--- config.mk ---
export PLATFORM = sky130hd
export DESIGN_NAME = fp_align_add
export DESIGN_NICKNAME = d
export VERILOG_FILES = /design/src/rtl/fp_align_add.sv
export SDC_FILE = /design/constraint.sdc
export NUM_CORES = 1
export LEC_CHECK = 0
export CAP_MARGIN = 5
export CORE_MARGIN = 3
export CORE_UTILIZATION = 45
export DETAILED_ROUTE_END_ITERATION = 10
export GPL_TIMING_DRIVEN = 0
export PLACE_DENSITY = 0.68
export RECOVER_POWER = 25
export SYNTH_ARGS = -nofsm -noshare
export SYNTH_HDL_FRONTEND = slang
export SYNTH_SLANG_ARGS = --single-unit
--- constraint.sdc ---
create_clock -name clk -period 6.2 [get_ports clk]
set_clock_uncertainty 0.1 [all_clocks]
set_input_delay 0.62 -clock clk [delete_from_list [all_inputs] [get_ports clk]]
set_output_delay 0.62 -clock clk [all_outputs]
set_load 0.005 [all_outputs]
--- src/rtl/fp_align_add.sv ---
// Binary32 adder front end: unpack, magnitude swap, alignment with G/R/S, effective add/sub.
// Define FPADD_SPECIALS_EN to add NaN/infinity detection and the special_flag output.
module fp_align_add #(
    parameter int PIPE_STAGES = 2,
    parameter int EXP_W       = 8,
    parameter int MAN_W       = 23
) (
    input  logic                 clk,
    input  logic                 reset,
    input  logic                 in_valid,
    output logic                 in_ready,
    input  logic [31:0]          op_a,
    input  logic [31:0]          op_b,
    input  logic                 sub,
    output logic                 out_valid,
    input  logic                 out_ready,
`ifdef FPADD_SPECIALS_EN
    output logic [1:0]           special_flag,
`endif
    output logic [MAN_W:0]       aligned_result,
    output logic                 aligned_sign,
    output logic [EXP_W-1:0]     exponent_out,
    output logic                 guard_bit,
    output logic                 round_bit,
    output logic                 sticky_bit
);

    localparam int SIG_W = MAN_W + 1;
    localparam int EXT_W = SIG_W + 3;
    localparam logic [EXP_W-1:0] SHIFT_MAX = EXP_W'(EXT_W);

    generate
        if (PIPE_STAGES != 2) begin : g_bad_stages
            $error("fp_align_add supports only PIPE_STAGES = 2");
        end
    endgenerate

    logic                 s1_valid;
    logic [EXT_W-1:0]     s1_big;
    logic [EXT_W-1:0]     s1_small;
    logic [EXP_W-1:0]     s1_exp;
    logic                 s1_sign;
    logic                 s1_eff_sub;
    logic                 s2_load;
    logic                 in_fire;

    assign s2_load  = s1_valid && (!out_valid || out_ready);
    assign in_ready = !s1_valid || s2_load;
    assign in_fire  = in_valid && in_ready;

    // Stage 1 combinational: unpack, pick the larger magnitude, align the smaller one.
    logic [EXP_W-1:0] exp_a, exp_b, eexp_a, eexp_b, exp_big, exp_small, diff;
    logic [MAN_W-1:0] man_a, man_b;
    logic [SIG_W-1:0] sig_a, sig_b, sig_big, sig_small;
    logic [EXT_W-1:0] small_ext, small_shifted;
    logic             sign_a, sign_eff_b, a_big, sign_big, eff_sub;

    always_comb begin
        exp_a      = op_a[MAN_W +: EXP_W];
        exp_b      = op_b[MAN_W +: EXP_W];
        man_a      = op_a[MAN_W-1:0];
        man_b      = op_b[MAN_W-1:0];
        sign_a     = op_a[EXP_W+MAN_W];
        sign_eff_b = op_b[EXP_W+MAN_W] ^ sub;
        eexp_a     = (exp_a == '0) ? EXP_W'(1) : exp_a;
        eexp_b     = (exp_b == '0) ? EXP_W'(1) : exp_b;
        sig_a      = {(exp_a != '0), man_a};
        sig_b      = {(exp_b != '0), man_b};
        a_big      = {exp_a, man_a} >= {exp_b, man_b};
        sig_big    = a_big ? sig_a : sig_b;
        sig_small  = a_big ? sig_b : sig_a;
        exp_big    = a_big ? eexp_a : eexp_b;
        exp_small  = a_big ? eexp_b : eexp_a;
        sign_big   = a_big ? sign_a : sign_eff_b;
        eff_sub    = sign_a ^ sign_eff_b;
        diff       = exp_big - exp_small;
        small_ext  = {sig_small, 3'b000};
        if (diff >= SHIFT_MAX) begin
            small_shifted = {{(EXT_W-1){1'b0}}, (sig_small != '0)};
        end else begin
            small_shifted    = small_ext >> diff;
            small_shifted[0] = small_shifted[0] | (|(small_ext & ~({EXT_W{1'b1}} << diff)));
        end
    end

`ifdef FPADD_SPECIALS_EN
    logic [1:0] spec_c, s1_special;
    logic       spec_sign_c, s1_spec_sign;
    logic       nan_a, nan_b, inf_a, inf_b;

    // inf - inf under an effective subtract has no meaningful value, so it joins the NaN case.
    always_comb begin
        nan_a       = (exp_a == '1) && (man_a != '0);
        nan_b       = (exp_b == '1) && (man_b != '0);
        inf_a       = (exp_a == '1) && (man_a == '0);
        inf_b       = (exp_b == '1) && (man_b == '0);
        spec_c      = 2'b00;
        spec_sign_c = 1'b0;
        if (nan_a || nan_b || (inf_a && inf_b && eff_sub)) begin
            spec_c = 2'b10;
        end else if (inf_a || inf_b) begin
            spec_c      = 2'b01;
            spec_sign_c = inf_a ? sign_a : sign_eff_b;
        end
    end
`endif

    always_ff @(posedge clk) begin
        if (reset) begin
            s1_valid   <= 1'b0;
            s1_big     <= '0;
            s1_small   <= '0;
            s1_exp     <= '0;
            s1_sign    <= 1'b0;
            s1_eff_sub <= 1'b0;
`ifdef FPADD_SPECIALS_EN
            s1_special   <= 2'b00;
            s1_spec_sign <= 1'b0;
`endif
        end else begin
            if (in_fire) begin
                s1_valid   <= 1'b1;
                s1_big     <= {sig_big, 3'b000};
                s1_small   <= small_shifted;
                s1_exp     <= exp_big;
                s1_sign    <= sign_big;
                s1_eff_sub <= eff_sub;
`ifdef FPADD_SPECIALS_EN
                s1_special   <= spec_c;
                s1_spec_sign <= spec_sign_c;
`endif
            end else if (s2_load) begin
                s1_valid <= 1'b0;
            end
        end
    end

    // Stage 2 combinational: add/sub, fold a carry back into 27 bits, force clean zeros.
    logic [EXT_W:0]   sum;
    logic [EXT_W-1:0] norm;
    logic [EXP_W-1:0] exp_n;
    logic             sign_n;
    logic [SIG_W-1:0] res_n;
    logic [2:0]       grs_n;

    always_comb begin
        sum = s1_eff_sub ? ({1'b0, s1_big} - {1'b0, s1_small})
                         : ({1'b0, s1_big} + {1'b0, s1_small});
        if (sum[EXT_W]) begin
            norm  = {sum[EXT_W:2], sum[1] | sum[0]};
            exp_n = s1_exp + 1'b1;
        end else begin
            norm  = sum[EXT_W-1:0];
            exp_n = s1_exp;
        end
        sign_n = s1_sign;
        res_n  = norm[EXT_W-1:3];
        grs_n  = norm[2:0];
        if (sum == '0) begin
            exp_n  = '0;
            sign_n = 1'b0;
        end
`ifdef FPADD_SPECIALS_EN
        if (s1_special == 2'b10) begin
            res_n  = {2'b11, {(SIG_W-2){1'b0}}};
            exp_n  = '1;
            sign_n = 1'b0;
            grs_n  = 3'b000;
        end else if (s1_special == 2'b01) begin
            res_n  = {1'b1, {(SIG_W-1){1'b0}}};
            exp_n  = '1;
            sign_n = s1_spec_sign;
            grs_n  = 3'b000;
        end
`endif
    end

    always_ff @(posedge clk) begin
        if (reset) begin
            out_valid      <= 1'b0;
            aligned_result <= '0;
            aligned_sign   <= 1'b0;
            exponent_out   <= '0;
            guard_bit      <= 1'b0;
            round_bit      <= 1'b0;
            sticky_bit     <= 1'b0;
`ifdef FPADD_SPECIALS_EN
            special_flag   <= 2'b00;
`endif
        end else begin
            if (s2_load) begin
                out_valid      <= 1'b1;
                aligned_result <= res_n;
                aligned_sign   <= sign_n;
                exponent_out   <= exp_n;
                guard_bit      <= grs_n[2];
                round_bit      <= grs_n[1];
                sticky_bit     <= grs_n[0];
`ifdef FPADD_SPECIALS_EN
                special_flag   <= s1_special;
`endif
            end else if (out_ready) begin
                out_valid <= 1'b0;
            end
        end
    end

endmodule

==> impl_metrics.toml, run 1 <==
[run_status]
run_status = "complete, no violations"

[clocking]
cts_hold_buffers = 0
clkSlewWorstSetupHoldPaths_ps = 80
htreeDepth = 3
tritoncts.num_buffers = 9
cts.path.max_buffers = 2
cts-root-buf = "sky130_fd_sc_hd__clkbuf_16"
clock_sinks = 99
clock_latency_at_the_later_pin_of_the_worst_skew_pair_ps = 360
tritoncts = "built"

[power_and_ir_drop]
ir_drop_mv = 0.164
p_per_area_nw_per_um2 = 243
total_power_w = 0.00322
p_leak_nw = 5.51

[global_routing]
first_pass_grt_wire_length_um = 66600
gr_util_all_layers = 0.329
grt_start_max_net_pins = 20
met1_usage = 0.416
gr-total-overflow = 0
grt.met2_usage = 0.525
first_global_vias = 11400
grt_antenna_before_repair = 0
gr-max-usage-layer = "met2"
met3_usage_grt = 0.0362

[placement]
placement.io_buffers = 105
finalWeightedCongestion = 1.06
placement.cell_area_um2 = 12300
dp_cells = 1855
dp_hpwl_um = 35500
post_placement_setup_slack_ps = -2610

[finish]
n_antenna_cell = 0
area_growth_pct = 22.6
layout.filler_cells = 2343
nets = 1725
layout_commonest_cell = "sky130_fd_sc_hd__nor2_1"
layout_common_cells = "sky130_fd_sc_hd__nor2_1 (158), sky130_fd_sc_hd__nand2_1 (136), sky130_fd_sc_hd__a21oi_1 (109)"
layout_cell_share_with_drive_strength_beyond_1 = 0.126
final-seq-area_um2 = 1980
postLayoutCellArea_um2 = 13300
finalNonFillerCells = 1888
multi_input_gate_area_um2 = 8450

[sta]
final.period_utilization = 0.978
final.setup.worst_slack_ps = 135
report.final.slew_viol_count = 0
rsz0062_at_grt = "no"
slew_headroom = 0.384
period_minus_slack_ps = 6060
totalNegativeSetupSlack_ps = 0
setup_viol = 0
max_freq_mhz = 165
hold_violations = 0
tightest_slew_ps = 921

[setup_path]
cp_max_fo = 10
timing.reg2reg.worst_path_depth = 14
crit_type = "input port to flip-flop"
timing.critical_path.arrival_ps = 6210
reg2reg_setup_slack_ps = 1840
worst-endpoint-required_ps = 6350
setup.worst_path.start_class = "input port"
timing.critical_path.to_type = "flip-flop"

[synthesis]
asyncSetResetFlopFracSynth = 0
ys_dominant_reg_cell = "sky130_fd_sc_hd__dfxtp_1"
yosys_warnings = 0
ys_seq_elements = 99
syn_area_per_cell_um2 = 7.57
synth_compound_gate_area_share = 0.255
post_synth_num_cell_types = 100
proportion_of_synthesized_chip_area_in_sequential_cells = 0.183
synth.net_count = 1592
synthAdderAreaFrac = 0.108
syn_inst = 1431
yosys.area_share.xor_xnor = 0.0283
post_synth_mux_area_share = 0.115
synth-simple-area-share = 0.236
synth_top_family_by_area = "compound AO/OA/AOI/OAI gates"
syn-cell-area_um2 = 10800
synth-edff-count = 0

[floorplanning]
io_pins = 107
die_area_um2 = 26000
floorplan.initialDensity = 0.460
placement_rows = 56
coreArea_um2 = 23500
die-width_um = 161
die_h_um = 161

[routing]
postRouteWirelength_um = 43800
first_pass_drt_iterations = 7
wire_per_inst_um = 23.2
detailroute.via_count = 11900
detail_route.iter0.violations = 828
drc = 0
antenna_left = 0
post_drt_via_cell_ratio = 6.30

[min_path]
timing.hold.worst_path_depth = 2
hold_path_class = "flip-flop to flip-flop"

[job]
max_cap_viol_count = 0
[Yosys cell counts, types with 12 or more instances]
library cell	n	area share
sky130_fd_sc_hd__mux4_2	18	0.037
sky130_fd_sc_hd__nor3_1	41	0.019
sky130_fd_sc_hd__o211ai_1	18	0.012
sky130_fd_sc_hd__dfxtp_1	99	0.18
sky130_fd_sc_hd__mux2i_1	78	0.072
sky130_fd_sc_hd__a21o_1	12	0.0083
sky130_fd_sc_hd__nand2_1	139	0.048
sky130_fd_sc_hd__a211oi_1	55	0.038
sky130_fd_sc_hd__nor2b_1	12	0.0069
sky130_fd_sc_hd__nor4_1	23	0.013
sky130_fd_sc_hd__nand2b_1	14	0.0081
sky130_fd_sc_hd__nand3_1	34	0.016
sky130_fd_sc_hd__a31oi_1	14	0.0081
sky130_fd_sc_hd__clkbuf_1	52	0.018
sky130_fd_sc_hd__a22oi_1	18	0.012
sky130_fd_sc_hd__xnor2_1	28	0.023
sky130_fd_sc_hd__o21ai_0	54	0.025
sky130_fd_sc_hd__nor2_1	160	0.055
sky130_fd_sc_hd__a21oi_1	112	0.052
sky130_fd_sc_hd__o31ai_1	12	0.0083
sky130_fd_sc_hd__inv_1	92	0.032
sky130_fd_sc_hd__nand4_1	18	0.010
sky130_fd_sc_hd__ha_1	90	0.10
sky130_fd_sc_hd__buf_2	13	0.0060
[sequential cells by signal, summed over array words and instances (netlist names), 8 cells and up]
register	cells
s1_exp	8
exponent_out	8
s1_small	27
s1_big	24
aligned_result	24
[power by group]
part           switching [W]  total [W]  internal, W
combinational        0.00123    0.00193     0.000696
clock               0.000268   0.000592     0.000324
sequential         0.0000295   0.000702     0.000673
[cells by family after synthesis]
kind of cell    after synthesis
fa+ha+maj                    92
simple gates                513
flops                        99
compound gates              407
mux                         101
buf+inv                     184
xor+xnor                     35
[routing by layer]
layer,wire (µm),share of wire
met1,17900,0.41
met2,19700,0.45
met3,2660,0.061
met4,3580,0.082
met5,0,0
[cell type report]
| type | instances | share of cell area |
|---|---|---|
| tap | 319 | 0.0301 |
| multi-input combinational | 1148 | 0.637 |
| inverter | 93 | 0.0264 |
| timing repair buffer | 128 | 0.0947 |
| sequential | 99 | 0.149 |
| clock buffer | 9 | 0.0170 |
| buffer | 85 | 0.0389 |
| clock inverter | 7 | 0.00707 |
[path summary, 6_finish.rpt]
kind,start,to
worst max-delay path,op_a[26],s1_small[0]$_SDFFE_PP0P_
worst max register to register,s1_small[8]$_SDFFE_PP0P_,exponent_out[3]$_SDFFE_PP0P_
worst min-delay path,aligned_result[3]$_SDFFE_PP0P_,aligned_result[3]$_SDFFE_PP0P_
worst min register to register,aligned_result[3]$_SDFFE_PP0P_,aligned_result[3]$_SDFFE_PP0P_
[per-stage QoR]
step | hold slack (ps) | util
finish | 350 | 0.564
global placement | 341 | 0.522
global route | 377 | 0.564
floorplan | 332 | -
CTS | 353 | 0.552
detailed placement | 344 | 0.522
[what timing repair did]
| item | CTS | global route |
|---|---|---|
| resized for setup | 106 | 69 |
| buffers inserted | 15 | 8 |
| setup endpoints to repair | 27 | 27 |
| pin swaps | 16 | 18 |
[critical path: stages]
cell and delay [ps]:
sky130_fd_sc_hd__clkdlybuf4s50_1 520, sky130_fd_sc_hd__ha_1 380, sky130_fd_sc_hd__nand4_1 150, sky130_fd_sc_hd__nor3_1 60
sky130_fd_sc_hd__a22o_1 210, sky130_fd_sc_hd__nor4_4 190, sky130_fd_sc_hd__a21boi_4 340, sky130_fd_sc_hd__buf_8 150
sky130_fd_sc_hd__buf_8 130, sky130_fd_sc_hd__buf_12 170, sky130_fd_sc_hd__clkbuf_16 160, sky130_fd_sc_hd__nor2_1 40
sky130_fd_sc_hd__a21o_1 180, sky130_fd_sc_hd__fa_2 410, sky130_fd_sc_hd__nor2b_4 180, sky130_fd_sc_hd__o2111ai_2 160
sky130_fd_sc_hd__a211o_1 330, sky130_fd_sc_hd__mux2i_2 190, sky130_fd_sc_hd__or2_4 220, sky130_fd_sc_hd__nand2_4 70
sky130_fd_sc_hd__a211oi_2 330, sky130_fd_sc_hd__a2111oi_4 90, sky130_fd_sc_hd__or4_4 530, sky130_fd_sc_hd__o41a_1 380
No activity file was read; power rests on OpenSTA's default activity.
==> run 2, diff against run 1 <==
--- a/config.mk
+++ b/config.mk
@@ -12,6 +12,7 @@
 export GPL_TIMING_DRIVEN = 0
 export PLACE_DENSITY = 0.68
 export RECOVER_POWER = 25
+export REMOVE_ABC_BUFFERS = 1
 export SYNTH_ARGS = -nofsm -noshare
 export SYNTH_HDL_FRONTEND = slang
 export SYNTH_SLANG_ARGS = --single-unit
==> impl_metrics.toml, run 2 (same netlist as run 1, synthesis figures left out) <==
[sta]
tightest_slew_ps = 1320
report.final.slew_viol_count = 0
hold_violations = 0
totalNegativeSetupSlack_ps = 0
slew_headroom = 0.114
max_freq_mhz = 165
final.period_utilization = 0.979
setup_viol = 0
period_minus_slack_ps = 6070

[floorplanning]
die_area_um2 = 26000
io_pins = 107
placement_rows = 56
coreArea_um2 = 23500
die_h_um = 161
die-width_um = 161
floorplan.initialDensity = 0.460

[finish]
layout_commonest_cell = "sky130_fd_sc_hd__nor2_1"
postLayoutCellArea_um2 = 12900
layout_common_cells = "sky130_fd_sc_hd__nor2_1 (157), sky130_fd_sc_hd__nand2_1 (137), sky130_fd_sc_hd__a21oi_1 (110)"
final-seq-area_um2 = 1980
nets = 1657
finalNonFillerCells = 1820
n_antenna_cell = 0
area_growth_pct = 18.9
layout.filler_cells = 2267
multi_input_gate_area_um2 = 8300
largest_register_ffs = 27
layout_top_registers = "s1_small: 27 flops, aligned_result: 24 flops, s1_big: 24 flops"
layout_cell_share_with_drive_strength_beyond_1 = 0.0986
regMostFlops = "s1_small"

[setup_path]
reg2reg_setup_slack_ps = 1890
crit_type = "input port to flip-flop"
cp_max_fo = 10
worst-endpoint-required_ps = 6400
setup.worst_path.start_class = "input port"
timing.critical_path.to_type = "flip-flop"
timing.critical_path.arrival_ps = 6270

[placement]
placement.cell_area_um2 = 12100
placement.io_buffers = 106
dp_cells = 1776
finalWeightedCongestion = 0.978
dp_hpwl_um = 26800

[routing]
post_drt_via_cell_ratio = 6.17
postRouteWirelength_um = 35500
drc = 0
detail_route.iter0.violations = 820
detailroute.via_count = 11200
first_pass_drt_iterations = 5
wire_per_inst_um = 19.5
antenna_left = 0

[global_routing]
gr-total-overflow = 0
first_global_vias = 10300
grt_antenna_before_repair = 0
grt_start_max_net_pins = 84
first_pass_grt_wire_length_um = 55700
gr_util_all_layers = 0.261

[clocking]
clock_sinks = 99
clock_latency_at_the_later_pin_of_the_worst_skew_pair_ps = 360
cts-root-buf = "sky130_fd_sc_hd__clkbuf_16"
tritoncts.num_buffers = 9
clkSlewWorstSetupHoldPaths_ps = 80
cts_hold_buffers = 0
htreeDepth = 3
tritoncts = "built"
cts.path.max_buffers = 2

[power_and_ir_drop]
total_power_w = 0.00309
p_leak_nw = 5.20
sequentialPowerShare = 0.228
p_per_area_nw_per_um2 = 240
p_clk_frac = 0.199
ir_drop_mv = 0.152
p_int_w = 0.00168
p_sw_frac = 0.456
combPwrFrac = 0.573
power.switching_w = 0.00141

[run_status]
run_status = "complete, no violations"

[job]
max_cap_viol_count = 0

[min_path]
hold_path_class = "flip-flop to flip-flop"
==> run 2: cell count changes in the layout (fill, tap and decap cells not counted), moves of 4 or more <==
cell and delta:
sky130_fd_sc_hd__buf_1 -4, sky130_fd_sc_hd__buf_16 +5, sky130_fd_sc_hd__buf_2 -9, sky130_fd_sc_hd__buf_4 -8
sky130_fd_sc_hd__clkbuf_1 -40, sky130_fd_sc_hd__clkbuf_2 -9, sky130_fd_sc_hd__clkdlybuf4s50_1 +32, sky130_fd_sc_hd__dlygate4sd2_1 -14
sky130_fd_sc_hd__dlymetal6s2s_1 -16, sky130_fd_sc_hd__ha_1 +4, sky130_fd_sc_hd__inv_1 +4, sky130_fd_sc_hd__inv_2 -5
sky130_fd_sc_hd__o21ai_0 +4
==> run 2: routing by layer <==
metal	wire, µm	global-route usage
met1	15900	0.362
met2	16200	0.418
met3	2070	0.0290
met4	1300	0.101
met5	0	0
==> run 2: final cells by class <==
cell class                 instances  share of cell area
timing repair buffer             143               0.118
multi-input combinational       1149               0.644
clock inverter                     7             0.00728
timing repair inverter             1            0.000388
tap                              319              0.0310
sequential                        99               0.154
inverter                          93              0.0276
clock buffer                       9              0.0175
==> run 2: power by group through the flow <==
stage	Sequential (W)	Clock [W]	Combinational [W]
global route	0.000712	0.000649	0.00189
CTS	0.000706	0.000624	0.00165
finish	0.000706	0.000615	0.00177
global placement	0.000723	0	0.00156
detailed placement	0.000721	0	0.00159
floorplan	0.000716	0	0.00107
==> run 2: worst paths after layout <==
path                                    end  cells after the start                      startpoint
min          aligned_result[0]$_SDFFE_PP0P_                      2  aligned_result[0]$_SDFFE_PP0P_
max                s1_small[0]$_SDFFE_PP0P_                     22                        op_b[16]
min reg2reg  aligned_result[0]$_SDFFE_PP0P_                      2  aligned_result[0]$_SDFFE_PP0P_
max reg2reg    exponent_out[7]$_SDFFE_PP0P_                     14          s1_big[3]$_SDFFE_PP0P_
==> run 2: repair_timing <==
item / 4_1_cts / 5_1_grt
hold endpoints to repair: 0 / 0
resized for setup: 26 / 29
endpoints found under the setup margin: 27 / 20
cloned: 2 / 0
pin swaps: 5 / 8
buffers inserted: 11 / 14
==> run 2: metrics by stage <==
step           hold slack (ps)  setup slack [ps]  utilization
6_report                   347               129        0.547
2_1_floorplan              326             -5530            -
3_5_place_dp               344             -1990        0.514
3_3_place_gp               338             -9700        0.502
4_1_cts                    355              17.3        0.536
5_1_grt                    368             -65.5        0.547
==> run 2: worst max-delay path, cell delays in order <==
cell	delay [ps]
sky130_fd_sc_hd__clkdlybuf4s50_1	600
sky130_fd_sc_hd__inv_1	70
sky130_fd_sc_hd__ha_1	290
sky130_fd_sc_hd__a21oi_1	120
sky130_fd_sc_hd__o21ai_0	140
sky130_fd_sc_hd__a22o_1	240
sky130_fd_sc_hd__nor4_4	400
sky130_fd_sc_hd__a21boi_4	390
sky130_fd_sc_hd__buf_4	180
sky130_fd_sc_hd__nor2_1	40
sky130_fd_sc_hd__a21oi_1	240
sky130_fd_sc_hd__ha_4	300
sky130_fd_sc_hd__o21ai_1	180
sky130_fd_sc_hd__a21oi_2	80
sky130_fd_sc_hd__o311a_1	440
sky130_fd_sc_hd__mux2i_4	250
sky130_fd_sc_hd__or2_2	280
sky130_fd_sc_hd__nand2_2	200
sky130_fd_sc_hd__o41ai_1	420
sky130_fd_sc_hd__a211oi_1	90
sky130_fd_sc_hd__a2111oi_1	460
sky130_fd_sc_hd__o41a_1	220
==> run 3, diff against run 2 <==
--- a/config.mk
+++ b/config.mk
@@ -10,7 +10,7 @@
 export CORE_UTILIZATION = 45
 export DETAILED_ROUTE_END_ITERATION = 10
 export GPL_TIMING_DRIVEN = 0
-export PLACE_DENSITY = 0.68
+export PLACE_DENSITY_LB_ADDON = 0.25
 export RECOVER_POWER = 25
 export REMOVE_ABC_BUFFERS = 1
 export SYNTH_ARGS = -nofsm -noshare
==> impl_metrics.toml, run 3 (same netlist as run 1, synthesis figures left out) <==
[global_routing]
grt_start_max_net_pins = 55
first_pass_grt_wire_length_um = 56000
grt_antenna_before_repair = 0
gr-total-overflow = 0
gr_util_all_layers = 0.263
first_global_vias = 10300

[finish]
n_antenna_cell = 0
layout_common_cells = "sky130_fd_sc_hd__nor2_1 (159), sky130_fd_sc_hd__nand2_1 (137), sky130_fd_sc_hd__a21oi_1 (112)"
regMostFlops = "s1_small"
layout_cell_share_with_drive_strength_beyond_1 = 0.0883
postLayoutCellArea_um2 = 12800
largest_register_ffs = 27
layout_commonest_cell = "sky130_fd_sc_hd__nor2_1"
area_growth_pct = 17.9
nets = 1651
layout_top_registers = "s1_small: 27 flops, aligned_result: 24 flops, s1_big: 24 flops"

[clocking]
clkSlewWorstSetupHoldPaths_ps = 80
cts_hold_buffers = 0
htreeDepth = 3
cts-root-buf = "sky130_fd_sc_hd__clkbuf_16"
tritoncts.num_buffers = 9
cts.path.max_buffers = 2
tritoncts = "built"
clock_sinks = 99
clock_latency_at_the_later_pin_of_the_worst_skew_pair_ps = 360

[routing]
postRouteWirelength_um = 34900
drc = 0
first_pass_drt_iterations = 5
detailroute.via_count = 11100
antenna_left = 0
wire_per_inst_um = 19.2
post_drt_via_cell_ratio = 6.10
detail_route.iter0.violations = 767

[sta]
period_minus_slack_ps = 6080
final.period_utilization = 0.981
hold_violations = 0
whs_ps = 347
rsz0062_at_grt = "yes"
setup_viol = 0
report.final.slew_viol_count = 0
tightest_slew_ps = 1270
slew_headroom = 0.150
max_freq_mhz = 164

[floorplanning]
placement_rows = 56
io_pins = 107
die-width_um = 161
die_h_um = 161
coreArea_um2 = 23500
floorplan.initialDensity = 0.460
die_area_um2 = 26000

[placement]
placement.cell_area_um2 = 12100
placement.io_buffers = 106
dp_hpwl_um = 27000
finalWeightedCongestion = 0.979

[setup_path]
reg2reg_setup_slack_ps = 1870
cpPeakStageDelay_ps = 840
setup.worst_path.start_class = "input port"
cp_max_fo = 15
crit_type = "input port to flip-flop"
slowest_stage = "sky130_fd_sc_hd__a2111oi_1"
timing.critical_path.arrival_ps = 6230
dominant_delay_contributor_by_cell_family_on_the_critical_path = "compound AO/OA/AOI/OAI gates"
timing.critical_path.to_type = "flip-flop"
worst-endpoint-required_ps = 6350
crit_chain = "clkdlybuf4s50_1 -> ha_1 -> a21oi_1 -> o21ai_0 -> a22o_1 -> nor4_4 -> a21boi_4 -> buf_12 -> a21oi_1 -> ha_1 -> fa_2 -> nor2b_2 -> o2111ai_1 -> a211o_1 -> mux2i_2 -> nor2_4 -> a2111oi_1 -> o21ai_0 -> nand2_1 -> nand4b_1 -> o41a_1"
worst-path-buf-inv = 2

[run_status]
run_status = "complete, no violations"

[power_and_ir_drop]
ir_drop_mv = 0.139
p_per_area_nw_per_um2 = 238
p_leak_nw = 5.17

[job]
max_cap_viol_count = 0

[min_path]
hold_path_class = "flip-flop to flip-flop"
## run 3: power breakdown
part | internal (W) | switching (W)
clock | 0.000324 | 0.000286
sequential | 0.000673 | 0.0000318
combinational | 0.000672 | 0.00105
total | 0.00167 | 0.00137
## run 3: metrics by stage
step           power (W)  setup WS [ps]  setup TNS (ps)   util  cells
3_5_place_dp     0.00232          -1820          -38160  0.515   1779
5_1_grt          0.00321          -72.4           -78.0  0.543   1814
4_1_cts          0.00298           3.93               0  0.535   1801
2_1_floorplan    0.00179          -5530         -173500      -   1340
6_report         0.00304            119               0  0.543   1814
3_3_place_gp     0.00228          -9790         -360460  0.502   1765
## run 3: final timing paths
kind / startpoint / endpoint / cells after the start
worst min register to register: aligned_result[0]$_SDFFE_PP0P_ / aligned_result[0]$_SDFFE_PP0P_ / 2
worst max-delay path: op_a[18] / s1_small[0]$_SDFFE_PP0P_ / 21
worst max register to register: s1_big[3]$_SDFFE_PP0P_ / exponent_out[6]$_SDFFE_PP0P_ / 14
worst min-delay path: aligned_result[0]$_SDFFE_PP0P_ / aligned_result[0]$_SDFFE_PP0P_ / 2
## run 3: what timing repair did
item | CTS | global route
cloned | 2 | 0
resized for setup | 23 | 17
pin swaps | 4 | 5
endpoints found under the setup margin | 27 | 13
buffers inserted | 4 | 12
## run 3: per-layer routing
| metal | vias up | routed length, µm | track usage |
|---|---|---|---|
| li1 | 5407 | - | - |
| met1 | 5151 | 16000 | 0.368 |
| met2 | 419 | 15700 | 0.415 |
| met3 | 80 | 1900 | 0.0287 |
| met4 | 0 | 1270 | 0.103 |
| met5 | - | 0 | 0 |
## run 3: final cells by class
type / count / area, µm²
tap: 319 / 399
timing repair buffer: 138 / 1530
fill: 2361 / 10800
inverter: 93 / 354
sequential: 99 / 1980
clock buffer: 9 / 225
timing repair inverter: 1 / 5.00
clock inverter: 7 / 91.3
multi-input combinational: 1148 / 8190
## run 3: worst reg2reg max path: cells and delay by family (launching register included)
kind / cells / cell delay (ps)
buf+inv: 1 / 60
simple gates: 7 / 2250
flops: 1 / 400
compound gates: 4 / 840
fa+ha+maj: 2 / 590
